File: config.mk
export PLATFORM = sky130hd
export DESIGN_NAME = serial_add_ctrl
export DESIGN_NICKNAME = d
export VERILOG_FILES = /design/src/rtl/serial_add_ctrl_pkg.sv /design/src/rtl/serial_add_ctrl_fulladder.sv /design/src/rtl/serial_add_ctrl.sv
export SDC_FILE = /design/constraint.sdc
export NUM_CORES = 1
export LEC_CHECK = 0
export BUFFER_PORTS_ARGS = -buffer_cell sky130_fd_sc_hd__buf_4
export CORE_ASPECT_RATIO = 0.6
export CORE_UTILIZATION = 45
export DETAILED_ROUTE_END_ITERATION = 6
export PLACE_DENSITY_LB_ADDON = 0.3
export SYNTH_ARGS = -nofsm -noshare
export SYNTH_HDL_FRONTEND = slang
export SYNTH_SLANG_ARGS = --single-unit
File: constraint.sdc
create_clock -name clk -period 3.25 [get_ports clk]
set_input_delay 0 -clock clk [delete_from_list [all_inputs] [get_ports clk]]
set_output_delay 0 -clock clk [all_outputs]
set_load 0.02 [all_outputs]
File: src/rtl/serial_add_ctrl_pkg.sv
// Shared definitions for the bit-serial add/subtract controller:
// FSM state type and operation encodings.
package serial_add_ctrl_pkg;

    typedef enum logic [1:0] {
        S_IDLE = 2'd0,
        S_RUN  = 2'd1,
        S_DONE = 2'd2
    } state_t;

    localparam logic OP_ADD = 1'b0;
    localparam logic OP_SUB = 1'b1;

endpackage

File: src/rtl/serial_add_ctrl_fulladder.sv
// Single-bit full adder cell, time-multiplexed by serial_add_ctrl.
module fulladder (
    input  logic a,
    input  logic b,
    input  logic cin,
    output logic sum,
    output logic cout
);

    assign sum  = a ^ b ^ cin;
    assign cout = (a & b) | (cin & (a ^ b));

endmodule

File: src/rtl/serial_add_ctrl.sv
// Bit-serial WIDTH-bit add/subtract: one fulladder, one bit per clock,
// valid/ready request and result channels.
module serial_add_ctrl
    import serial_add_ctrl_pkg::*;
#(
    parameter int unsigned WIDTH = 8
) (
    input  logic             clk,
    input  logic             rst_n,
    input  logic             start_valid,
    output logic             start_ready,
    input  logic             op,
    input  logic [WIDTH-1:0] a,
    input  logic [WIDTH-1:0] b,
    input  logic             cin,
    output logic             busy,
    output logic             result_valid,
    input  logic             result_ready,
    output logic [WIDTH-1:0] sum,
    output logic             cout,
    output logic             ovf
);

    localparam int unsigned    CW         = $clog2(WIDTH);
    localparam logic [CW-1:0]  CNT_MSB_IN = CW'(WIDTH - 2);
    localparam logic [CW-1:0]  CNT_LAST   = CW'(WIDTH - 1);

    state_t           state_q;
    logic [WIDTH-1:0] a_q;
    logic [WIDTH-1:0] b_q;
    logic [WIDTH-1:0] res_q;
    logic [WIDTH-1:0] res_d;
    logic [CW-1:0]    cnt_q;
    logic             carry_q;
    logic             prev_carry_q;
    logic             start_ready_q;
    logic             busy_q;
    logic             result_valid_q;
    logic             fa_sum;
    logic             fa_cout;

    fulladder u_fa (
        .a    (a_q[0]),
        .b    (b_q[0]),
        .cin  (carry_q),
        .sum  (fa_sum),
        .cout (fa_cout)
    );

    // Sum bits enter at the MSB so bit 0 lands in place after WIDTH shifts.
    always_comb begin
        res_d = {fa_sum, res_q[WIDTH-1:1]};
    end

    always_ff @(posedge clk or negedge rst_n) begin
        if (!rst_n) begin
            state_q        <= S_IDLE;
            a_q            <= '0;
            b_q            <= '0;
            res_q          <= '0;
            cnt_q          <= '0;
            carry_q        <= 1'b0;
            prev_carry_q   <= 1'b0;
            start_ready_q  <= 1'b1;
            busy_q         <= 1'b0;
            result_valid_q <= 1'b0;
        end else begin
            case (state_q)
                S_IDLE: begin
                    if (start_valid) begin
                        a_q           <= a;
                        b_q           <= (op == OP_SUB) ? ~b : b;
                        carry_q       <= (op == OP_SUB) ? 1'b1 : cin;
                        cnt_q         <= '0;
                        state_q       <= S_RUN;
                        start_ready_q <= 1'b0;
                        busy_q        <= 1'b1;
                    end
                end
                S_RUN: begin
                    res_q   <= res_d;
                    a_q     <= a_q >> 1;
                    b_q     <= b_q >> 1;
                    carry_q <= fa_cout;
                    if (cnt_q == CNT_MSB_IN) begin
                        prev_carry_q <= fa_cout;
                    end
                    if (cnt_q == CNT_LAST) begin
                        state_q        <= S_DONE;
                        result_valid_q <= 1'b1;
                    end else begin
                        cnt_q <= cnt_q + 1'b1;
                    end
                end
                S_DONE: begin
                    if (result_ready) begin
                        state_q        <= S_IDLE;
                        result_valid_q <= 1'b0;
                        busy_q         <= 1'b0;
                        start_ready_q  <= 1'b1;
                    end
                end
                default: begin
                    state_q        <= S_IDLE;
                    result_valid_q <= 1'b0;
                    busy_q         <= 1'b0;
                    start_ready_q  <= 1'b1;
                end
            endcase
        end
    end

    assign start_ready  = start_ready_q;
    assign busy         = busy_q;
    assign result_valid = result_valid_q;
    assign sum          = result_valid_q ? res_q : '0;
    assign cout         = result_valid_q & carry_q;
    assign ovf          = result_valid_q & (prev_carry_q ^ carry_q);

endmodule

==> out/metrics.sh <==
FINAL.MIN_CLOCK_PERIOD_NS=1.77
FIN_HOLD_WS_NS=-0.00134
FINALCRITPERIODSHARE_PCT=54.4
FIRST_ITER_VIOLATIONS=89
GRT_UTIL_ALL_LAYERS_PCT=19.5
FRACTION_OF_FINAL_LAYOUT_CELLS_WITH_DRIVE_STRENGTH_GREATER_THAN_1_PCT=29.0
NUMCLOCKSINKS=34
WORSTPATHREQUIRED_NS=3.41
NETLIST_AREA_UM2=1660
WORSTSETUPPATHTYPE='reg -> reg'
FILL_CELLS=288
DRT.ANTENNA.VIOLATING_NETS=0
CLOCKROOTBUFFER='sky130_fd_sc_hd__clkbuf_8'
YOSYS.AREA.TOP_TYPE='sky130_fd_sc_hd__dfrtp_1'
PEAKVDDDROP_V=0.000479
ARRIVAL_NS=1.93
LEAKAGE_uW=0.000967
ANTENNA_FOUND_INITIAL=0
ROUTABILITY_CONGESTION_ESTIMATE=0.722
MAPPEDNETLISTNETS=173
NUMBER_OF_GLOBAL_ROUTE_VIAS_BEFORE_REPAIR=1220
CORE_REGION_AREA_UM2=3380
SYNTH-EDFF-COUNT=0
WORST_HOLD_PATH_TYPE='in -> reg'
FAILED_CHECKS='hold timing'
DETAILEDPLACE.WORSTSLACK_NS=1.51
SETUP_TOTAL_NEGATIVE_SLACK_NS=0
PLACE_AREA_UM2=1920
DRT-VIAS-PER-INSTANCE=5.24
FINAL_CORE_UTIL_PCT=60.3
MAXCAP_VIOL_COUNT=0
CRITICAL_PATH.ENDPOINT_TYPE='flip-flop'
WORST-PATH-MAX-FANOUT=19
TOTALWIRELENGTH_MM=3.28
SYNTH_AREA_LEADERS='sky130_fd_sc_hd__dfrtp_1 50%, sky130_fd_sc_hd__mux2_2 5.4%, sky130_fd_sc_hd__xor2_1 4.7%'
GRT_MAX_DEGREE=35
GRT_FIRST_PASS_WIRELENGTH_MM=5.82
TRITONCTS='yes'
SYNTH_CELLS=147
POST-ROUTE-DRC-COUNT=0
NUM-NETS-FINAL=208
GLOBALROUTEOVERFLOWTOTAL=0
CLOCK_PATH_BUFFERS=2
DESIGN_AREA_UM2=2040
FINALWORSTSETUPSLACK_NS=1.48
PORT-BUFFER-COUNT=34
INITIAL_CORE_UTILIZATION_PCT=49.1
CRITICAL_PATH.STARTPOINT_TYPE='flip-flop'
VIA_COUNT=1194
DR.PASS1.ITERS=4
YOSYS_MOST_USED_DFF='sky130_fd_sc_hd__dfrtp_1'
IO_PINS=35
POSTSYNTHAREAPERCELL_UM2=11.3
YOSYS_WARNINGS=0
WORST_CLOCK_SKEW_NS=0.00111
CTS.REPAIR.RESIZED=0
DP_HPWL_MM=2.36
FINAL-SETUP-VIOL-COUNT=0
ROUTE.DETAILED.WL_PER_INST_UM=14.4
SETUP_REPAIR_AFTER_GLOBAL_ROUTING_MISSED_ITS_MARGIN='no'
POWER_DENSITY_nW_PER_UM2=925
MAX_FREQ_GHz=0.566
DIE_Y_UM=49.1
CTS.CLK_SLEW.WORST_PATHS_NS=0.07
TRANSITION_TIME_OF_THE_TIGHTEST_SLEW_CHECK_PIN_NS=0.721
ASYNC_S_R_FF_SHARE_SYNTH_PCT=100
SYNTH.FF_LATCH_COUNT=34
SYNTH.DISTINCT_CELLS=33
MULTI_INPUT_AREA_UM2=732
YOSYS.CELL_COUNT.TOP_TYPE='sky130_fd_sc_hd__dfrtp_1'
NUMCTSBUFFERS=5
MAX-SLEW-MARGIN-REL_PCT=51.9
RUN_STATUS='finished, violations left'
AREA_GROWTH_PCT=22.8
CTS.HOLD.BUFFERS_ADDED=3
SYNTH.CELLS.MOST_FREQUENT='33 x sky130_fd_sc_hd__dfrtp_1, 10 x sky130_fd_sc_hd__and2_1, 10 x sky130_fd_sc_hd__nand2_1'
SEQUENTIAL_CELL_AREA_UM2=852
CTS-HTREE-LEVELS=2
DIEWIDTH_UM=80.4
DIE_FOOTPRINT_UM2=3940
CLOCK_LATENCY_NS=0.28
SYNTH-SEQ-AREA-SHARE_PCT=51.3
TIMING.FINAL.HOLD_VIOLATIONS=1
SYNTH_TOP_CELL_AREA_SHARE_PCT=49.7
SLEW_VIOLATIONS=0
FP-ROW-COUNT=16
CTS.REPAIR_TIMING.SETUP_BUFFER_COUNT=0
NUM_ANTENNA_CELLS=0
-- cell type report --
| class | instances | share of cell area (%) |
|---|---|---|
| sequential | 34 | 41.8 |
| multi-input combinational | 98 | 35.9 |
| timing repair buffer | 37 | 14.0 |
| clock buffer | 7 | 4.23 |
| tap | 45 | 2.76 |
| inverter | 6 | 1.10 |
| clock inverter | 1 | 0.245 |
-- worst max-delay path: stages, from the launching register on --
cell and delay (ns):
sky130_fd_sc_hd__dfrtp_1 0.71, sky130_fd_sc_hd__nor2b_4 0.46, sky130_fd_sc_hd__nand3_1 0.15, sky130_fd_sc_hd__mux2_1 0.33
-- cells by family after synthesis --
group	Yosys count	synth area share [%]
simple gates	41	14.2
compound gates	34	14.9
flops	34	51.3
buf+inv	15	4.60
mux	10	6.71
xor+xnor	9	4.75
fa+ha+maj	4	3.47
-- stage by stage --
step | power (uW) | hold slack (ns) | cells
floorplan | 1340 | -0.296 | 147
global placement | 1540 | -0.0305 | 217
detailed placement | 1580 | -0.0314 | 217
CTS | 1900 | 0.00177 | 228
global route | 2040 | 0.0305 | 228
finish | 1890 | -0.00134 | 228
-- cell usage in the layout, fill, tap and decap left out, types with 5 or more instances in the layout --
cell type / instances
sky130_fd_sc_hd__dfrtp_1: 33
sky130_fd_sc_hd__a221o_1: 6
sky130_fd_sc_hd__buf_4: 34
sky130_fd_sc_hd__mux2_2: 8
sky130_fd_sc_hd__nand2_1: 10
sky130_fd_sc_hd__xor2_1: 9
sky130_fd_sc_hd__and2_1: 10
sky130_fd_sc_hd__o21ai_0: 7
sky130_fd_sc_hd__inv_1: 6
sky130_fd_sc_hd__a22oi_1: 7
sky130_fd_sc_hd__nor2_1: 5
sky130_fd_sc_hd__nor3b_1: 6
sky130_fd_sc_hd__clkbuf_8: 6
-- sequential cells by signal (all words and copies together), names as in the netlist --
signal,count
prev_carry_q,1
busy,1
start_ready,1
state_q,2
res_q,8
b_q,8
a_q,8
carry_q,1
result_valid,1
cnt_q,3
-- report_power, final --
group	switching, uW	total (uW)	internal [uW]
registers	172	784	612
logic	386	787	401
clock network	145	316	171
-- final timing paths --
check	startpoint	endpoint	slack, ns	cells past startpoint
max	state_q[0]$_DFFE_PN0P_	prev_carry_q$_DFFE_PN0P_	1.48	3
min	a[0]	a_q[0]$_DFFE_PN0P_	-0.001	3
max reg2reg	state_q[0]$_DFFE_PN0P_	prev_carry_q$_DFFE_PN0P_	1.48	3
min reg2reg	a_q[7]$_DFFE_PN0P_	a_q[7]$_DFFE_PN0P_	0.49	1
max in group asynchronous	rst_n	start_ready$_DFFE_PN1P_	2.72	2
min in group asynchronous	rst_n	b_q[7]$_DFFE_PN0P_	0.20	2
-- metal layers --
metal / vias to the layer above / track usage [%] / wire length, um
met3: 5 / 6.36 / 149
met2: 21 / 29.0 / 1480
met4: 0 / 4.46 / 30
met1: 584 / 27.8 / 1620
li1: 584 / - / -
met5: - / 0 / 0
Power figures use the tool's default switching activity.
